===== src/rtl/fb_write_arbiter_if.sv =====
// Frame-buffer write bus shared by two pixel sources and one arbiter.
// slave: arbiter side; master: sources / frame-buffer side.
interface fb_write_arbiter_if #(
    parameter int LOG_N_ROWS = 6,
    parameter int LOG_N_COLS = 6
);
    logic                  req0;
    logic                  req1;
    logic                  gnt0;
    logic                  gnt1;
    logic                  wren0;
    logic                  wren1;
    logic [23:0]           data0;
    logic [23:0]           data1;
    logic [LOG_N_COLS-1:0] col0;
    logic [LOG_N_COLS-1:0] col1;
    logic [LOG_N_ROWS-1:0] row0;
    logic [LOG_N_ROWS-1:0] row1;
    logic                  store0;
    logic                  store1;
    logic                  rswap0;
    logic                  rswap1;
    logic                  fswap0;
    logic                  fswap1;
    logic                  fbw_wren;
    logic [23:0]           fbw_data;
    logic [LOG_N_COLS-1:0] fbw_col_addr;
    logic [LOG_N_ROWS-1:0] fbw_row_addr;
    logic                  fbw_row_store;
    logic                  fbw_row_swap;
    logic                  fbw_frame_swap;
    logic                  fbw_row_rdy;
    logic                  fbw_frame_rdy;
    logic                  busy;
    logic                  swap_drop;

    modport slave (
        input  req0, req1, wren0, wren1, data0, data1,
        input  col0, col1, row0, row1, store0, store1,
        input  rswap0, rswap1, fswap0, fswap1,
        input  fbw_row_rdy, fbw_frame_rdy,
        output gnt0, gnt1, fbw_wren, fbw_data,
        output fbw_col_addr, fbw_row_addr, fbw_row_store,
        output fbw_row_swap, fbw_frame_swap, busy, swap_drop
    );

    modport master (
        output req0, req1, wren0, wren1, data0, data1,
        output col0, col1, row0, row1, store0, store1,
        output rswap0, rswap1, fswap0, fswap1,
        output fbw_row_rdy, fbw_frame_rdy,
        input  gnt0, gnt1, fbw_wren, fbw_data,
        input  fbw_col_addr, fbw_row_addr, fbw_row_store,
        input  fbw_row_swap, fbw_frame_swap, busy, swap_drop
    );
endinterface


===== src/rtl/fb_write_arbiter.sv =====
// Round-robin arbiter granting one of two sources the frame-buffer write port.
// Ports: clk, rst_n (async active-low), bus (fb_write_arbiter_if.slave).
module fb_write_arbiter #(
    parameter int LOG_N_ROWS = 6,
    parameter int LOG_N_COLS = 6,
    parameter int DRAIN_MIN  = 2
) (
    input  logic                 clk,
    input  logic                 rst_n,
    fb_write_arbiter_if.slave    bus
);

    typedef enum logic [1:0] {
        IDLE  = 2'd0,
        OWN   = 2'd1,
        DRAIN = 2'd2
    } state_t;

    localparam logic [3:0] DRAIN_LAST = 4'(DRAIN_MIN - 1);

    state_t     state_q, state_d;
    logic       gnt0_q, gnt0_d;
    logic       gnt1_q, gnt1_d;
    logic       last_q, last_d;
    logic [3:0] cnt_q, cnt_d;
    logic       busy_q;
    logic       swap_drop_q, swap_drop_d;
    logic       rst_done_q;

    logic                  o_req;
    logic                  o_wren;
    logic [23:0]           o_data;
    logic [LOG_N_COLS-1:0] o_col;
    logic [LOG_N_ROWS-1:0] o_row;
    logic                  o_store;
    logic                  o_rswap;
    logic                  o_fswap;
    logic                  fwd;
    logic                  pick1;

    // Owner select: in OWN exactly one gnt is set, so gnt1 names the owner.
    assign o_req   = gnt1_q ? bus.req1   : bus.req0;
    assign o_wren  = gnt1_q ? bus.wren1  : bus.wren0;
    assign o_data  = gnt1_q ? bus.data1  : bus.data0;
    assign o_col   = gnt1_q ? bus.col1   : bus.col0;
    assign o_row   = gnt1_q ? bus.row1   : bus.row0;
    assign o_store = gnt1_q ? bus.store1 : bus.store0;
    assign o_rswap = gnt1_q ? bus.rswap1 : bus.rswap0;
    assign o_fswap = gnt1_q ? bus.fswap1 : bus.fswap0;

    // A store wins over a dropped request, so it still forwards.
    assign fwd = (state_q == OWN) && (o_req || o_store);

    // Source 1 wins alone, or in a tie when source 0 was served last.
    assign pick1 = bus.req1 && (!bus.req0 || !last_q);

    always_ff @(posedge clk or negedge rst_n) begin
        if (!rst_n) begin
            state_q     <= IDLE;
            gnt0_q      <= 1'b0;
            gnt1_q      <= 1'b0;
            last_q      <= 1'b1;
            cnt_q       <= 4'd0;
            busy_q      <= 1'b0;
            swap_drop_q <= 1'b0;
            rst_done_q  <= 1'b0;
        end else begin
            state_q     <= state_d;
            gnt0_q      <= gnt0_d;
            gnt1_q      <= gnt1_d;
            last_q      <= last_d;
            cnt_q       <= cnt_d;
            busy_q      <= (state_d != IDLE);
            swap_drop_q <= swap_drop_d;
            // Blocks a grant on the first edge after reset release.
            rst_done_q  <= 1'b1;
        end
    end

    always_comb begin
        state_d     = state_q;
        gnt0_d      = gnt0_q;
        gnt1_d      = gnt1_q;
        last_d      = last_q;
        cnt_d       = cnt_q;
        swap_drop_d = fwd && o_fswap && !bus.fbw_frame_rdy;
        unique case (state_q)
            IDLE: begin
                if (rst_done_q && bus.fbw_row_rdy &&
                    (bus.req0 || bus.req1)) begin
                    state_d = OWN;
                    gnt1_d  = pick1;
                    gnt0_d  = !pick1;
                end
            end
            OWN: begin
                if (o_store) begin
                    state_d = DRAIN;
                    gnt0_d  = 1'b0;
                    gnt1_d  = 1'b0;
                    last_d  = gnt1_q;
                    cnt_d   = 4'd0;
                end else if (!o_req) begin
                    state_d = IDLE;
                    gnt0_d  = 1'b0;
                    gnt1_d  = 1'b0;
                    last_d  = gnt1_q;
                end
            end
            DRAIN: begin
                if (cnt_q >= DRAIN_LAST && bus.fbw_row_rdy) begin
                    state_d = IDLE;
                end else if (cnt_q != 4'hF) begin
                    cnt_d = cnt_q + 4'd1;
                end
            end
            default: begin
                state_d = IDLE;
                gnt0_d  = 1'b0;
                gnt1_d  = 1'b0;
            end
        endcase
    end

    always_comb begin
        bus.fbw_wren       = 1'b0;
        bus.fbw_data       = '0;
        bus.fbw_col_addr   = '0;
        bus.fbw_row_addr   = '0;
        bus.fbw_row_store  = 1'b0;
        bus.fbw_row_swap   = 1'b0;
        bus.fbw_frame_swap = 1'b0;
        if (fwd) begin
            bus.fbw_wren       = o_wren;
            bus.fbw_data       = o_data;
            bus.fbw_col_addr   = o_col;
            bus.fbw_row_addr   = o_row;
            bus.fbw_row_store  = o_store;
            bus.fbw_row_swap   = o_rswap;
            bus.fbw_frame_swap = o_fswap && bus.fbw_frame_rdy;
        end
    end

    assign bus.gnt0      = gnt0_q;
    assign bus.gnt1      = gnt1_q;
    assign bus.busy      = busy_q;
    assign bus.swap_drop = swap_drop_q;

endmodule


===== src/flat_wrapper.sv =====
// flat-port wrapper written by rule: the top's interface ports become plain ports
module fb_write_arbiter_flat 
#(
    parameter int LOG_N_ROWS = 6,
    parameter int LOG_N_COLS = 6,
    parameter int DRAIN_MIN  = 2
)
  (clk, rst_n, bus_req0, bus_req1, bus_wren0, bus_wren1, bus_data0, bus_data1, bus_col0, bus_col1, bus_row0, bus_row1, bus_store0, bus_store1, bus_rswap0, bus_rswap1, bus_fswap0, bus_fswap1, bus_fbw_row_rdy, bus_fbw_frame_rdy, bus_gnt0, bus_gnt1, bus_fbw_wren, bus_fbw_data, bus_fbw_col_addr, bus_fbw_row_addr, bus_fbw_row_store, bus_fbw_row_swap, bus_fbw_frame_swap, bus_busy, bus_swap_drop);
  fb_write_arbiter_if #(.LOG_N_ROWS(LOG_N_ROWS), .LOG_N_COLS(LOG_N_COLS)) bus_i ();
  input  logic clk;
  input  logic rst_n;
  input wire logic [$bits(bus_i.req0)-1:0] bus_req0;
  input wire logic [$bits(bus_i.req1)-1:0] bus_req1;
  input wire logic [$bits(bus_i.wren0)-1:0] bus_wren0;
  input wire logic [$bits(bus_i.wren1)-1:0] bus_wren1;
  input wire logic [$bits(bus_i.data0)-1:0] bus_data0;
  input wire logic [$bits(bus_i.data1)-1:0] bus_data1;
  input wire logic [$bits(bus_i.col0)-1:0] bus_col0;
  input wire logic [$bits(bus_i.col1)-1:0] bus_col1;
  input wire logic [$bits(bus_i.row0)-1:0] bus_row0;
  input wire logic [$bits(bus_i.row1)-1:0] bus_row1;
  input wire logic [$bits(bus_i.store0)-1:0] bus_store0;
  input wire logic [$bits(bus_i.store1)-1:0] bus_store1;
  input wire logic [$bits(bus_i.rswap0)-1:0] bus_rswap0;
  input wire logic [$bits(bus_i.rswap1)-1:0] bus_rswap1;
  input wire logic [$bits(bus_i.fswap0)-1:0] bus_fswap0;
  input wire logic [$bits(bus_i.fswap1)-1:0] bus_fswap1;
  input wire logic [$bits(bus_i.fbw_row_rdy)-1:0] bus_fbw_row_rdy;
  input wire logic [$bits(bus_i.fbw_frame_rdy)-1:0] bus_fbw_frame_rdy;
  output wire logic [$bits(bus_i.gnt0)-1:0] bus_gnt0;
  output wire logic [$bits(bus_i.gnt1)-1:0] bus_gnt1;
  output wire logic [$bits(bus_i.fbw_wren)-1:0] bus_fbw_wren;
  output wire logic [$bits(bus_i.fbw_data)-1:0] bus_fbw_data;
  output wire logic [$bits(bus_i.fbw_col_addr)-1:0] bus_fbw_col_addr;
  output wire logic [$bits(bus_i.fbw_row_addr)-1:0] bus_fbw_row_addr;
  output wire logic [$bits(bus_i.fbw_row_store)-1:0] bus_fbw_row_store;
  output wire logic [$bits(bus_i.fbw_row_swap)-1:0] bus_fbw_row_swap;
  output wire logic [$bits(bus_i.fbw_frame_swap)-1:0] bus_fbw_frame_swap;
  output wire logic [$bits(bus_i.busy)-1:0] bus_busy;
  output wire logic [$bits(bus_i.swap_drop)-1:0] bus_swap_drop;
  assign bus_i.req0 = bus_req0;
  assign bus_i.req1 = bus_req1;
  assign bus_i.wren0 = bus_wren0;
  assign bus_i.wren1 = bus_wren1;
  assign bus_i.data0 = bus_data0;
  assign bus_i.data1 = bus_data1;
  assign bus_i.col0 = bus_col0;
  assign bus_i.col1 = bus_col1;
  assign bus_i.row0 = bus_row0;
  assign bus_i.row1 = bus_row1;
  assign bus_i.store0 = bus_store0;
  assign bus_i.store1 = bus_store1;
  assign bus_i.rswap0 = bus_rswap0;
  assign bus_i.rswap1 = bus_rswap1;
  assign bus_i.fswap0 = bus_fswap0;
  assign bus_i.fswap1 = bus_fswap1;
  assign bus_i.fbw_row_rdy = bus_fbw_row_rdy;
  assign bus_i.fbw_frame_rdy = bus_fbw_frame_rdy;
  assign bus_gnt0 = bus_i.gnt0;
  assign bus_gnt1 = bus_i.gnt1;
  assign bus_fbw_wren = bus_i.fbw_wren;
  assign bus_fbw_data = bus_i.fbw_data;
  assign bus_fbw_col_addr = bus_i.fbw_col_addr;
  assign bus_fbw_row_addr = bus_i.fbw_row_addr;
  assign bus_fbw_row_store = bus_i.fbw_row_store;
  assign bus_fbw_row_swap = bus_i.fbw_row_swap;
  assign bus_fbw_frame_swap = bus_i.fbw_frame_swap;
  assign bus_busy = bus_i.busy;
  assign bus_swap_drop = bus_i.swap_drop;
  fb_write_arbiter #(.LOG_N_ROWS(LOG_N_ROWS), .LOG_N_COLS(LOG_N_COLS), .DRAIN_MIN(DRAIN_MIN)) u_core (.clk(clk), .rst_n(rst_n), .bus(bus_i));
endmodule

===== config.mk =====
export PLATFORM = sky130hd
export DESIGN_NAME = fb_write_arbiter_flat
export DESIGN_NICKNAME = d
export VERILOG_FILES = /design/src/rtl/fb_write_arbiter_if.sv /design/src/rtl/fb_write_arbiter.sv /design/src/flat_wrapper.sv
export SDC_FILE = /design/constraint.sdc
export NUM_CORES = 1
export LEC_CHECK = 0
export BUFFER_PORTS_ARGS = -buffer_cell sky130_fd_sc_hd__buf_4
export CAP_MARGIN = 20
export CORE_AREA = 2 2 64 66
export DETAILED_ROUTE_END_ITERATION = 12
export DIE_AREA = 0 0 66 68
export GPL_ROUTABILITY_DRIVEN = 0
export GPL_TIMING_DRIVEN = 0
export PLACE_DENSITY = 0.77
export SLEW_MARGIN = 40
export SYNTH_ARGS = -nofsm -noshare
export SYNTH_HDL_FRONTEND = slang
export SYNTH_SLANG_ARGS = --single-unit

===== constraint.sdc =====
create_clock -name clk -period 1.66 [get_ports clk]
set_input_delay 0.166 -clock clk [delete_from_list [all_inputs] [get_ports clk]]
set_output_delay 0.166 -clock clk [all_outputs]
set_load 0.1 [all_outputs]

==> results by group <==
Run status
  • Failing checks: setup timing
  • Outcome: complete, but fails checks

Critical path
  • Critical path class: reg2out
  • RR Endpoint: u_core.bus.swap_drop$_DFF_PN0_
  • Reg2Reg Setup Slack: -0.06 ns
  • Reg2reg start: u_core.bus.gnt1$_DFFE_PN0P_
  • CP Cell Sequence: mux2i_2 > or2_4 > inv_12 > nor2_4 > buf_12 > buf_16 > nor2_4 > buf_12
  • Worst setup EP type: output pin
  • Crit path DAT: between 1.5 and 2 ns
  • Crit-path max cell delay: between 0.5 and 0.6 ns
  • Crit-path max FO: 5
  • Worst Setup Start Kind: register
  • FF-to-FF path depth: 8
  • End of the critical path: bus_fbw_data[16]
  • Required time worst endpoint: approximately 1.5 ns
  • CP max stage cell: dfrtp_4
  • Crit path from: u_core.bus.gnt1$_DFFE_PN0P_

Die
  • Starting Density: 0.335
  • Cell row count: 23
  • CORE AREA: 3860 um^2
  • Top Ports: 130
  • Vert. Die Dim: just under 70 um
  • Die area: between 4000 and 5000 um^2
  • Chip Width: 66 um

Synth
  • Syn_nets: between 200 and 250
  • Most used DFF post-synth: dfrtp_1
  • Top-area cell type share of the netlist area: 0.325
  • EDFF count, synth: 0
  • Async SR Flop Fraction: 1.00
  • Ys Warns: 0
  • Yosys reg bits: 12
  • Area of the mapped netlist: ~1300 um^2
  • Leading area contributor after synthesis: mux2i_1
  • Avg Cell Area, Syn: approximately 8.2 um^2
  • Seq/Total Area, Yosys: 0.233
  • Ranking of synthesized cells by area: mux2i_1 (33%), dfrtp_1 (21%), nor2_1 (12%)
  • Synth Instances: 157
  • Unique masters post-synth: 37

Clock tree
  • Clock Sinks: 12
  • CTS H-tree depth: 1
  • Maximum root-to-sink buffer count: 2
  • CTS tree: yes
  • Clock Latency Late Sink: 0.26 ns
  • Root Driver: clkbuf_8
  • CTS clk-pin slew, worst paths: 0.06 ns
  • CTS buffer count: 3

GRT
  • Grt ovf: 0
  • Initial antenna violation count: 0
  • GRT Util Overall: 0.299
  • Largest net degree at the start of global routing: 13
  • Number of global-route vias before repair: between 1500 and 2000
  • Global-route wire length before repair: ~9.8 mm

Timing
  • Count of final hold-check violations: 0
  • Fin crit period: 2.11 ns
  • Setup Viol. Count Final: 42
  • Clock Skew: 0.00738 ns
  • Setup TNS: -16.54 ns
  • Worst hold slack: 0.0768 ns
  • RSZ-0062 raised after global routing: true
  • Peak Freq: roughly 470 MHz
  • Final slew viol count: 0
  • Period utilization: 1.27
  • Final setup margin: -0.446 ns

Placed design
  • Place WS: -0.537 ns
  • Port Buffers: between 100 and 150
  • Placed cell count: roughly 340
  • DPL Wire Length: 4.23 mm

Detailed routing
  • First DRT Iteration DRCs: between 80 and 90
  • DR top layer: met4
  • Drt drc: 0
  • Drt via density: around 5
  • Final ANT Viol Nets: 0
  • WL per Instance: slightly below 20 um
  • WL final: 7.00 mm
  • WL met2: between 4 and 5 mm
  • M1 wire length: 2.14 mm
  • DR pass1 iterations: 4
  • Met3 wire length: 505 um
  • Vias post-DR: ~1800

Layout
  • # diodes: 0
  • Share of cells above drive strength 1: 0.672
  • FF+latch area: ~310 um^2
  • Post-Layout Cell Count: between 300 and 400
  • Multi-input gate area: 1220 um^2
  • Post-layout nets: about 400
  • Fill cells: 170
  • Area Growth Syn to Fin: 167%

Job
  • Max Cap Viol: 0

Hold path
  • Hold Path Stages: 2
  • Hold Path Origin: bus_fbw_frame_rdy
  • Min-Delay Path Class: in2reg

Power and ir drop
  • Power density cells: approximately 1600 nW/um^2
  • Worst vdd ir: roughly 1100 uV
  • Leakage: 1.49 nW
[how the worst min path moves through the flow]
stage	end	slack (ns)
after detailed placement	u_core.rst_done_q$_DFF_PN0_	0.01
after floorplan	u_core.bus.busy$_DFF_PN0_	-0.13
after global routing	u_core.bus.swap_drop$_DFF_PN0_	0.07
after global placement	u_core.bus.busy$_DFF_PN0_	0.01
after CTS	u_core.bus.swap_drop$_DFF_PN0_	0.08
final	u_core.bus.swap_drop$_DFF_PN0_	0.08
[critical path, delay by kind of cell (launching register included)]
family,cells,cell delay (ns)
AND/OR/NAND/NOR,3,0.45
multiplexers,1,0.17
buffers and inverters,4,0.54
flip-flops,1,0.51
[registers in the layout (all words and copies together), names as in the netlist]
register and flops:
u_core.bus.gnt1 1, u_core.bus.swap_drop 1, u_core.bus.gnt0 1, u_core.bus.busy 1
u_core.cnt_q 4, u_core.rst_done_q 1, u_core.last_q 1, u_core.state_q 2
[timing repair]
action / in CTS / in global routing
setup endpoints to repair: 42 / 45
pin swaps: 6 / 4
hold buffers: 1 / 0
gates cloned: 2 / 1
resized for setup: 143 / 5
buffers inserted: 8 / 3
endpoints found under the hold margin: 12 / 0
[cell type report]
cell class,instances,area share
timing repair buffer,142,0.477
clock buffer,4,0.0160
multi-input combinational,128,0.355
sequential,12,0.0886
inverter,8,0.0123
tap,50,0.0182
buffer,8,0.0334
[kinds of logic after synthesis]
logic type,count (synthesis),share of synthesized area
simple gates,60,0.209
mux,42,0.325
compound gates,22,0.137
buf+inv,17,0.0639
flops,12,0.233
fa+ha+maj,3,0.0290
other cells,1,0.00290
[where the power goes]
| group | switching [mW] | internal (mW) | leakage [nW] |
|---|---|---|---|
| clock | 0.121 | 0.210 | 0.0288 |
| combinational | 2.96 | 1.81 | 1.31 |
| sequential | 0.110 | 0.384 | 0.153 |
[synth_stat cells, drive strengths merged, types with 2 or more instances]
| library cell | n |
|---|---|
| mux2i | 42 |
| nor2 | 41 |
| dfrtp | 11 |
| inv | 8 |
| nor3 | 2 |
| nand2b | 2 |
| o21a | 2 |
| o311ai | 2 |
| buf | 6 |
| o21ai | 3 |
| clkbuf | 3 |
| o211ai | 2 |
| ha | 3 |
| nor2b | 2 |
| nand2 | 7 |
| a21oi | 2 |
| a31oi | 3 |
| o2111ai | 2 |
[per-layer routing]
| layer | track usage | vias to the layer above |
|---|---|---|
| met5 | 0 | - |
| met4 | 0.135 | 0 |
| met3 | 0.0773 | 16 |
| met2 | 0.606 | 96 |
| met1 | 0.279 | 834 |
| li1 | - | 846 |
[per-stage QoR]
| stage | power (mW) | instance area (um^2) | util |
|---|---|---|---|
| after floorplan | 3.44 | 1610 | - |
| after global placement | 4.13 | 2640 | 0.684 |
| after detailed placement | 4.15 | 2640 | 0.684 |
| after CTS | 5.41 | 3390 | 0.880 |
| after global routing | 5.79 | 3450 | 0.894 |
| final | 5.60 | 3450 | 0.894 |
[cell usage in the layout (no fill, tap or decap), drive strengths merged, types with 2 or more instances in the layout]
cell,netlist,layout
buf,6,145
mux2i,42,42
nor2,41,41
dfrtp,11,11
inv,8,8
clkbuf,3,8
nand2,7,7
a31oi,3,3
ha,3,3
o21ai,3,3
nor2b,2,2
a21oi,2,2
o211ai,2,2
o311ai,2,2
o21a,2,2
nand2b,2,2
nor3,2,2
o2111ai,2,2
No activity file was read; power rests on OpenSTA's default activity.
